[config.mk]
export PLATFORM = sky130hd
export DESIGN_NAME = uart_tx_fifo
export DESIGN_NICKNAME = d
export VERILOG_FILES = /design/src/rtl/uart_tx_fifo.sv
export SDC_FILE = /design/constraint.sdc
export NUM_CORES = 1
export LEC_CHECK = 0
export BUFFER_PORTS_ARGS = -buffer_cell sky130_fd_sc_hd__buf_2
export CAP_MARGIN = 20
export CELL_PAD_IN_SITES_DETAIL_PLACEMENT = 0
export CELL_PAD_IN_SITES_GLOBAL_PLACEMENT = 2
export CORE_MARGIN = 1.5
export CORE_UTILIZATION = 30
export DETAILED_ROUTE_END_ITERATION = 7
export PLACE_DENSITY = 0.6
export SYNTH_ARGS = -nofsm -noshare
export SYNTH_HDL_FRONTEND = slang
export SYNTH_SLANG_ARGS = --single-unit
[constraint.sdc]
create_clock -name clk -period 2.8 [get_ports clk]
set_input_delay 0.28 -clock clk [delete_from_list [all_inputs] [get_ports clk]]
set_output_delay 0.28 -clock clk [all_outputs]
set_load 0.05 [all_outputs]
[src/rtl/uart_tx_fifo.sv]
// rtl/uart_tx_fifo.sv - byte FIFO that meters host bursts into uart_top one byte at a time
//
// Purpose:
//   Buffers host bytes pushed at clock rate and hands them to uart_top's
//   wr_en/data_in port one at a time, pacing on uart_top's busy output.
//
// Ports:
//   clk       in   system clock, rising edge
//   rst       in   asynchronous active-low reset
//   wr_en     in   host push strobe, one byte per cycle
//   data_in   in   host byte, sampled when wr_en=1
//   full      out  FIFO holds DEPTH bytes
//   empty     out  FIFO holds 0 bytes
//   level     out  occupancy 0..DEPTH
//   overflow  out  sticky, a push was dropped while full
//   ovf_clr   in   clears overflow (a same-cycle drop wins)
//   tx_busy   in   uart_top busy
//   tx_wr_en  out  uart_top wr_en, single-cycle pulse
//   tx_data   out  uart_top data_in, stable from launch until the next pop
//   idle      out  FIFO empty and pacing FSM idle

module uart_tx_fifo #(
    parameter int DEPTH         = 16,
    parameter int START_TIMEOUT = 16,
    localparam int AW           = $clog2(DEPTH)
) (
    input  logic          clk,
    input  logic          rst,
    input  logic          wr_en,
    input  logic [7:0]    data_in,
    output logic          full,
    output logic          empty,
    output logic [AW:0]   level,
    output logic          overflow,
    input  logic          ovf_clr,
    input  logic          tx_busy,
    output logic          tx_wr_en,
    output logic [7:0]    tx_data,
    output logic          idle
);

    localparam int TW = $clog2(START_TIMEOUT + 1);

    typedef enum logic [1:0] {
        S_IDLE,
        S_LAUNCH,
        S_WAIT_START,
        S_WAIT_DONE
    } state_t;

    state_t          r_state;
    state_t          w_next;
    logic [7:0]      r_mem [DEPTH];
    logic [AW-1:0]   r_wptr;
    logic [AW-1:0]   r_rptr;
    logic [AW:0]     r_count;
    logic [AW:0]     w_count_nxt;
    logic            r_full;
    logic            r_empty;
    logic            r_overflow;
    logic            r_tx_wr_en;
    logic [7:0]      r_tx_data;
    logic            r_idle;
    logic [TW-1:0]   r_timer;
    logic            w_push;
    logic            w_drop;
    logic            w_pop;

    // Acceptance uses full as registered at the start of the cycle, so a
    // push into a full FIFO is dropped even if a pop frees a slot this edge.
    assign w_push = wr_en & ~r_full;
    assign w_drop = wr_en & r_full;

    always_comb begin
        w_next = r_state;
        w_pop  = 1'b0;
        case (r_state)
            S_IDLE: begin
                if (!r_empty && !tx_busy) begin
                    w_pop  = 1'b1;
                    w_next = S_LAUNCH;
                end
            end
            S_LAUNCH: begin
                w_next = S_WAIT_START;
            end
            S_WAIT_START: begin
                // If busy never rises the byte is assumed sent so the
                // queue cannot stall behind a uart that ignored the strobe.
                if (tx_busy) begin
                    w_next = S_WAIT_DONE;
                end else if (r_timer == TW'(START_TIMEOUT - 1)) begin
                    w_next = S_IDLE;
                end
            end
            S_WAIT_DONE: begin
                if (!tx_busy) begin
                    w_next = S_IDLE;
                end
            end
            default: begin
                w_next = S_IDLE;
            end
        endcase
    end

    always_comb begin
        w_count_nxt = r_count;
        case ({w_push, w_pop})
            2'b10:   w_count_nxt = r_count + (AW+1)'(1);
            2'b01:   w_count_nxt = r_count - (AW+1)'(1);
            default: w_count_nxt = r_count;
        endcase
    end

    // Storage is deliberately left out of reset.
    always_ff @(posedge clk) begin
        if (w_push) begin
            r_mem[r_wptr] <= data_in;
        end
    end

    always_ff @(posedge clk or negedge rst) begin
        if (!rst) begin
            r_state    <= S_IDLE;
            r_wptr     <= '0;
            r_rptr     <= '0;
            r_count    <= '0;
            r_full     <= 1'b0;
            r_empty    <= 1'b1;
            r_overflow <= 1'b0;
            r_tx_wr_en <= 1'b0;
            r_tx_data  <= 8'h00;
            r_idle     <= 1'b1;
            r_timer    <= '0;
        end else begin
            r_state <= w_next;
            if (w_push) begin
                r_wptr <= r_wptr + AW'(1);
            end
            if (w_pop) begin
                r_rptr    <= r_rptr + AW'(1);
                r_tx_data <= r_mem[r_rptr];
            end
            r_count <= w_count_nxt;
            r_full  <= (w_count_nxt == (AW+1)'(DEPTH));
            r_empty <= (w_count_nxt == '0);
            if (w_drop) begin
                r_overflow <= 1'b1;
            end else if (ovf_clr) begin
                r_overflow <= 1'b0;
            end
            // Registered from next-state so the pulse lines up with LAUNCH.
            r_tx_wr_en <= (w_next == S_LAUNCH);
            r_idle     <= (w_count_nxt == '0) && (w_next == S_IDLE);
            // Timer restarts whenever WAIT_START is (re)entered.
            if (r_state == S_WAIT_START) begin
                r_timer <= r_timer + TW'(1);
            end else begin
                r_timer <= '0;
            end
        end
    end

    assign full     = r_full;
    assign empty    = r_empty;
    assign level    = r_count;
    assign overflow = r_overflow;
    assign tx_wr_en = r_tx_wr_en;
    assign tx_data  = r_tx_data;
    assign idle     = r_idle;

endmodule

* Yosys cells after proc, flatten, opt, wreduce, memory -nomap -nowiden *
Memories as Yosys holds them, arrays and structs flattened. A register that Yosys moved wholly into a read port is not among the register bits.
Index checks and enable logic that the tools add are counted.

storage, ports and cells
  memories kept = 1
  memory bits (read-only) = 0
  bits in latches = 0
  word-level logic and storage cells = 49
  memory bits (writable) = 128
  register bits after elaboration = 25

memory list
  memory  depth  bits a word  read ports  clocked after Yosys merged registers in  wr ports  RTL line  RTL
  r_mem   16     8            1           1                                        1         53        logic [7:0] r_mem [DEPTH];

operators by class
  reductions and logical operators = 9
  bitwise logic cells = 3
  multiply operators = 0
  add/sub/neg operators = 5
  shifts and indexed selects = 0
  magnitude comparators = 0
  muxes and demuxes = 13
  div/mod/pow operators = 0
  equal/unequal tests = 8

operators by type and width
  kind                 number
  $add 5x1->5 const B  2
  $pmux 5 s2           1
  $add 4x1->4 const B  2
  $mux 2               4
  $pmux 2 s4           1
  $eq 2x1->1 const B   3
  $eq 2x2->1 const B   3
  $mux 1               6
  $eq 5x4->1 const B   1
  $eq 5x5->1 const B   1
  $logic_not 5->1      1
  $mux 5               1
  $sub 5x1->5 const B  1
  $logic_not 2->1      2
  $logic_not 1->1      3
  $and 1x1->1          2
  $logic_and 1x1->1    2
  $reduce_bool 2->1    1
  $not 1->1            1

* Depth between registers and ports, before layout *
Gate-level depths: netlist of run 1.

  depth after elaboration = 8
  mapped depth = 11
  depth with buffers taken out = 10

* Worst setup path before layout of run 1 *
No wires, ideal clock.

  kind = reg-to-reg
  start = register r_empty (netlist: empty)
  end = register r_idle (netlist: idle)
  stages on the path, launching flop included = 12
  period minus slack after synthesis = 3.197 ns
  library setup time = 0.096 ns
  setup slack = -0.397 ns
  data arrival time = 3.101 ns
  cells stage by stage = dfstp_2 > or4_4 > buf_6 > inv_1 > buf_1 > ha_1 > clkbuf_1 > or3b_2 > nor4_1 > o31ai_1 > o31a_1 > nor4_1

between the ends
  word-level cells in the longest chain between the ends = 8

RTL lines
  what                                             RTL line  RTL
  start, declared                                  59        logic r_empty;
  start signal, assigned                           147       r_empty <= (w_count_nxt == '0);
  $logic_not 1->1 *                                79        if (!r_empty && !tx_busy) begin
  $logic_and 1x1->1 *                              79
  $mux 1                                           79
  $mux 1                                           77        case (r_state)
  $eq 2x1->1 / $eq 2x2->1 (equally long branches)  109       case ({w_push, w_pop})
  $pmux 5 s2                                       109
  $logic_not 5->1                                  155       r_idle <= (w_count_nxt == '0) && (w_next == S_IDLE);
  $logic_and 1x1->1 *                              155
  end signal, assigned                             155
  end, declared                                    63        logic r_idle;

Mark *: on every way between the ends. The rest lies on a longest branch, timed or not.
A chain may end at the register's enable or synchronous reset.

* Final worst setup path of run 1 *
  start = register r_empty (netlist: empty)
  end = register r_full (netlist: full)

between the ends
  word-level cells in the longest chain between the ends = 7

RTL lines
  what                                             RTL line  RTL
  $logic_not 1->1 *                                79
  $logic_and 1x1->1 *                              79
  $mux 1 *                                         79
  $mux 1 *                                         77
  $eq 2x1->1 / $eq 2x2->1 (equally long branches)  109
  $pmux 5 s2 *                                     109
  via w_count_nxt[4]                               57        logic [AW:0] w_count_nxt;
  $eq 5x5->1 *                                     146       r_full <= (w_count_nxt == (AW+1)'(DEPTH));
  end signal, assigned                             146
  end, declared                                    58        logic r_full;

Mark *: on every way through the listed nets, which the timed path passes. The rest lies on a longest branch.

==> summary.md, run 1 <==
| Metric | Value |
|---|---|
| Leak | `2.76 nW` |
| Tmin final | `2690 ps` |
| Die Area | `0.0225 mm²` |
| Worst vdd ir | `0.447 mV` |
| Vias in the first global route | `3388` |
| Tcrit/Tclk final | `96.0%` |
| N_diodes | `0` |
| Crit Path Class | `reg -> reg` |
| Worst hold margin | `55.8 ps` |
| CTS Buf Count | `17` |
| WL/cell | `19.0 µm` |
| Vias | `3306` |
| Setup Viol. Count Final | `0` |
| Initial DRC count | `192` |
| Crit-path leading delay family | `simple AND/OR/NAND/NOR gates` |
| CP Data Arrival Time | `3040 ps` |
| Crit path max fanout | `4` |
| HPWL Detailed | `8410 µm` |
| DR pass1 iterations | `4` |
| First-pass GRT wire length | `20700 µm` |
| Mapped Area | `0.00648 mm²` |
| Hold/Removal Path Class | `in -> reg` |
| Max Freq | `0.372 GHz` |
| Max-slew violation count | `0` |
| Fin. Hold Viols | `0` |
| Critical Path Start Type | `register` |
| Status | `finished, final reports clean` |
| PortBufs | `30` |
| Seq cells post-synth | `161` |
| Detail Route Antenna Nets | `0` |
| Gpl congestion | `0.723` |
| Area post-placement | `0.00715 mm²` |
| CP required | `3150 ps` |
| Post-CTS Setup Bufs | `0` |
| Skew final | `9.52 ps` |
| Layout Nets | `441` |
| DRC | `0` |
| Die width | `150 µm` |
| CTS H-tree depth | `4` |
| Synth cell types | `39` |
| Sequential fraction of the synthesis area | `72.1%` |
| Rel. slew slack | `48.0%` |
| IO Pins | `31` |
| Crit path buf inv count | `1` |
| YS warnings | `0` |
| CP endpoint kind | `register` |
| CTS tree | `done` |
| Total grt overflow | `0` |
| Routed WL | `13400 µm` |
| Post-synthesis area per instance | `18.1 µm²` |
| Layout cells sized above 1 | `33.6%` |
| Worst-Skew Late Latency | `430 ps` |
| Initial antenna violation count | `0` |
| Largest net degree at the start of global routing | `36` |
| Vias/cell | `4.68` |
| Synth Instances | `358` |
| Max Buffers Root-to-Sink | `2` |
| CTS root buf | `clkbuf_16` |
| Std cell rows | `53` |
| RSZ-0062 raised after global routing | `true` |
| Core Region | `0.0211 mm²` |
| CTS clk-pin slew, worst paths | `70 ps` |
| Crit path max-delay cell type | `or4_4` |
| MaxCap Viol Count | `0` |
| Pwr Density | `1020 mW/mm²` |
| Synthesis-to-layout area growth | `19.5%` |
| Worst-Margin Slew | `780 ps` |
| Gr usage total | `12.9%` |
| Slowest cell delay on critical path | `530 ps` |
| Crit path cell chain | `or4_4, inv_4, nand2_4, xnor2_2, ha_2, nand2b_1, or4_4, a21o_1, a311oi_2, nor3b_2` |
| Clk sink count | `161` |
| Starting Density | `30.7%` |
| Syn nets | `380` |
| Final instance area | `0.00774 mm²` |
| Die Y | `150 µm` |
| Worst path most repeated cell | `or4_4` |
| Design Power | `0.00789 W` |
==> sequential cells by signal, indices dropped and copies added (netlist names) <==
signal	flops
tx_wr_en	1
r_rptr	4
r_wptr	4
idle	1
full	1
level	5
r_timer	5
overflow	1
r_mem	128
tx_data	8
r_state	2
empty	1
==> through the flow <==
| step | utilization, % | setup TNS (ps) | std cells | setup WS [ps] |
|---|---|---|---|---|
| global route | 36.7 | -26.9 | 707 | -26.9 |
| finish | 36.7 | 0 | 707 | 113 |
| global placement | 33.9 | 0 | 674 | 48.3 |
| floorplan | - | -23.3 | 358 | -23.3 |
| CTS | 36.6 | 0 | 707 | 62.3 |
| detailed placement | 33.9 | 0 | 674 | 9.97 |
==> cell usage in the layout (no fill, tap or decap), types with 8 or more instances in the layout <==
cell type | synthesis | routed
edfxtp_1 | 128 | 128
mux4_2 | 40 | 40
nand2_1 | 39 | 38
dfrtp_1 | 31 | 30
buf_2 | 0 | 30
buf_4 | 0 | 28
nor2_1 | 22 | 22
clkbuf_16 | 0 | 17
xnor2_1 | 11 | 10
inv_1 | 10 | 9
ha_1 | 9 | 8
==> worst reg2reg max path, stage by stage (launching register included) <==
cell and delay, ps:
dfstp_2 370, or4_4 530, inv_4 90, nand2_4 60, xnor2_2 120, ha_2 230
nand2b_1 60, or4_4 430, a21o_1 180, a311oi_2 310, nor3b_2 230
==> synth_stat cells <==
library cell  count  area share, %
and3b_1           1           0.14
mux2_2            1           0.17
nor2_1           22            1.3
nor4b_1           1           0.14
a211oi_1          1           0.12
nand2b_1          5           0.48
or4_4             2           0.35
and4b_1           1           0.15
nor2b_1           1          0.097
a311oi_2          1           0.23
a21o_1            1           0.12
ha_1              9            1.7
o31a_1            1           0.14
nand4_1           3           0.29
dfrtp_1          31             12
mux4_2           40             14
xor2_1            2           0.27
o31ai_1           1           0.12
nor4_1            2           0.19
dfstp_2           2           0.81
clkbuf_1         12           0.70
buf_6             1           0.17
nor3b_2           1           0.19
inv_1            10           0.58
or3b_2            2           0.27
nor3b_1           1           0.12
nand3_1           1          0.077
xnor2_1          11            1.5
a2111oi_2         1           0.23
a21oi_1           4           0.31
buf_1             5           0.29
edfxtp_1        128             59
and3_1            1          0.097
nor3_1            5           0.39
or2_2             1          0.097
a211o_1           1           0.14
o2111a_1          1           0.17
o21ai_0           5           0.39
nand2_1          39            2.3
==> power by group <==
group          switching, W  internal [W]
Clock              0.000965       0.00124
Sequential         0.000297       0.00296
Combinational       0.00138       0.00105
Total               0.00264       0.00525
==> per-layer routing <==
layer	part of all wire (%)	GRT usage [%]	wire (µm)	vias up
met2	50	21.2	6700	56
met1	45	16.6	6100	1728
met5	0	0	0	-
met4	1.4	4.85	191	0
met3	3.2	3.14	429	16
li1	-	-	-	1506
==> cell families (layout without fill, tap and decap cells) <==
kind of cell             Yosys count  after routing  share of synthesized area (%)
buffers and inverters             28            102                           1.74
AO/OA/AOI/OAI                     17             17                           1.95
flip-flops                       161            161                           72.1
AND/OR/NAND/NOR                   89             89                           6.61
adder cells (fa/ha/maj)            9              9                           1.74
multiplexers                      41             41                           14.1
XOR/XNOR                          13             13                           1.76
==> repair_timing <==
item / in CTS / in global routing
endpoints found under the hold margin: 31 / 0
setup endpoints to repair: 0 / 2
hold buffers: 1 / 0
resized for setup: 0 / 3
==> worst paths after layout <==
kind / start / to / depth (start not counted) / slack [ps]
setup / recovery: empty / full / 10 / 110
hold / removal: ovf_clr / overflow / 2 / 60
setup reg to reg: empty / full / 10 / 110
hold reg to reg: r_timer[0] / r_timer[0] / 1 / 460
max in group asynchronous: rst / r_rptr[0] / 2 / 1780
min in group asynchronous: rst / overflow / 2 / 460
==> cell type report <==
cell class | instances | area (µm²)
tap | 275 | 344
sequential | 161 | 4670
multi-input combinational | 169 | 1730
clock buffer | 18 | 429
inverter | 10 | 40.0
fill | 1994 | 13400
timing repair buffer | 60 | 390
clock inverter | 14 | 129
(Power assumes the default switching activity.)
==> run 2: changes to the inputs <==
Clock period 2.8 ns to 2.2 ns, I/O delays scaled along.
==> run 2 against run 1 <==
- the run now ends with setup timing left
- non-clock buffer count up 14
- clock skew down 1.6 ps
- via count up 0.60%
- die area unchanged
- routed wire length down 2.7%
- critical path type unchanged
- critical endpoint unchanged
- largest power group unchanged
==> summary.md, run 2 (same netlist as run 1, synthesis figures left out) <==
| Metric | Value |
|---|---|
| Status | `finished with violations` |
| Failing checks | `setup timing` |
| Setup Viol. Count Final | `5` |
| Commonest non-fill, non-tap cell in the layout | `edfxtp_1` |
| WL/cell | `18.1 µm` |
| Sequential fraction of design power | `39.2%` |
| Skew final | `7.90 ps` |
| Biggest register | `r_mem` |
| Die width | `150 µm` |
| Gpl congestion | `0.685` |
| Design Power | `0.0104 W` |
| IO Pins | `31` |
| Routed WL | `13100 µm` |
| Crit path max-delay cell type | `or4_4` |
| RSZ-0062 raised after global routing | `true` |
| Worst-Skew Late Latency | `420 ps` |
| Layout Nets | `455` |
| DR pass1 iterations | `4` |
| Leak | `2.84 nW` |
| Worst hold margin | `133 ps` |
| Gr usage total | `12.7%` |
| First-pass GRT wire length | `20500 µm` |
| Hold path cells | `4` |
| Crit path max fanout | `3` |
| Clk pwr share | `27.4%` |
| Worst vdd ir | `0.484 mV` |
| Critical Path Start Type | `register` |
| Clk sink count | `161` |
| Post-layout util | `37.9%` |
| Max Buffers Root-to-Sink | `2` |
| Crit path buf inv count | `1` |
| Tmin final | `2610 ps` |
| Final instance area | `0.00799 mm²` |
| Internal | `0.00693 W` |
| Setup WS pre-CTS | `-458 ps` |
| Max reg flops | `128` |
| Crit Path Class | `reg -> reg` |
| Worst path most repeated cell | `or4_4` |
| CTS clk-pin slew, worst paths | `60 ps` |
| Starting Density | `30.7%` |
| Sw frac | `33.3%` |
| CTS root buf | `clkbuf_16` |
| Logic pwr share | `33.4%` |
| Crit-path leading delay family | `simple AND/OR/NAND/NOR gates` |
| Initial DRC count | `187` |
| Worst path depth | `10` |
| Tcrit/Tclk final | `119%` |
| HPWL Detailed | `8650 µm` |
| Std cell rows | `53` |
| Layout cells sized above 1 | `38.8%` |
| PortBufs | `30` |
| Rel. slew slack | `46.8%` |
| CTS tree | `done` |
| Most frequent cells in the layout | `edfxtp_1 (128), mux4_2 (40), buf_4 (39), nand2_1 (38)` |
| Core Region | `0.0211 mm²` |
| Crit path cell chain | `or4_4, clkinv_4, nand2_4, xnor2_2, ha_4, nand2b_1, or4_4, a21o_1, a311oi_2, nor3b_2` |
| MaxCap Viol Count | `0` |
| Total grt overflow | `0` |
| DRC | `0` |
| N_diodes | `0` |
| Slowest cell delay on critical path | `540 ps` |
| Vias | `3326` |
| Final setup margin | `-407 ps` |
| Vias in the first global route | `3509` |
| Switching pwr | `0.00346 W` |
| Max-slew violation count | `0` |
| Hold/Removal Path Class | `in -> reg` |
| Initial antenna violation count | `0` |
| Max Freq | `0.384 GHz` |
| CTS H-tree depth | `4` |
| Die Area | `0.0225 mm²` |
| Pwr Density | `1300 mW/mm²` |
| Area post-placement | `0.00732 mm²` |
| CP required | `2550 ps` |
| Worst-case reg-to-reg path depth | `10` |
| Die Y | `150 µm` |
| Largest net degree at the start of global routing | `36` |
| Vias/cell | `4.61` |
| CTS Buf Count | `17` |
| CP endpoint kind | `register` |
| Synthesis-to-layout area growth | `23.3%` |
| CP Data Arrival Time | `2960 ps` |
| Fin. Hold Viols | `0` |
| Detail Route Antenna Nets | `0` |
| Worst-Margin Slew | `798 ps` |
[run 2: cell type report]
cell class / count / area, µm²
inverter: 10 / 42.5
multi-input combinational: 169 / 1830
clock inverter: 14 / 145
tap: 275 / 344
timing repair buffer: 74 / 523
clock buffer: 18 / 429
sequential: 161 / 4670
fill: 1979 / 13100
[run 2: timing repair]
item,in CTS,in global routing
buffers inserted,4,1
resized for setup,8,2
endpoints found under the hold margin,32,0
hold buffers,2,0
setup endpoints to repair,6,6
pin swaps,4,2
[run 2: power groups by stage]
stage	clock network [W]	registers [W]	logic [W]
2_1_floorplan	0	0.00445	0.00201
3_3_place_gp	0	0.00412	0.00343
3_5_place_dp	0	0.00414	0.00343
4_1_cts	0.00292	0.00408	0.00355
5_1_grt	0.00304	0.00413	0.00378
6_report	0.00285	0.00408	0.00347
[run 2: worst paths after layout]
check	startpoint	to	slack (ps)
min reg2reg	r_timer[0]	r_timer[0]	470
max reg2reg	empty	full	-410
max	empty	full	-410
max in group asynchronous	rst	r_rptr[0]	1210
min	wr_en	overflow	130
min in group asynchronous	rst	overflow	430
[run 2: tightest hold or removal path, cell delays in order]
cell and delay, ps:
buf_2 90, buf_4 100, nand2_1 40, o21ai_0 70
[run 2: through the flow]
stage,setup TNS [ps],std cells
floorplan,-2240,358
global placement,-1810,684
detailed placement,-1850,684
CTS,-1740,721
global route,-2530,721
finish,-1700,721
[run 2: metal layers]
layer,up-vias,wire length (µm),track usage [%]
met5,-,0,0
met4,0,170,4.71
met3,11,487,2.96
met2,61,6230,19.8
met1,1721,6170,17.3
li1,1533,-,-
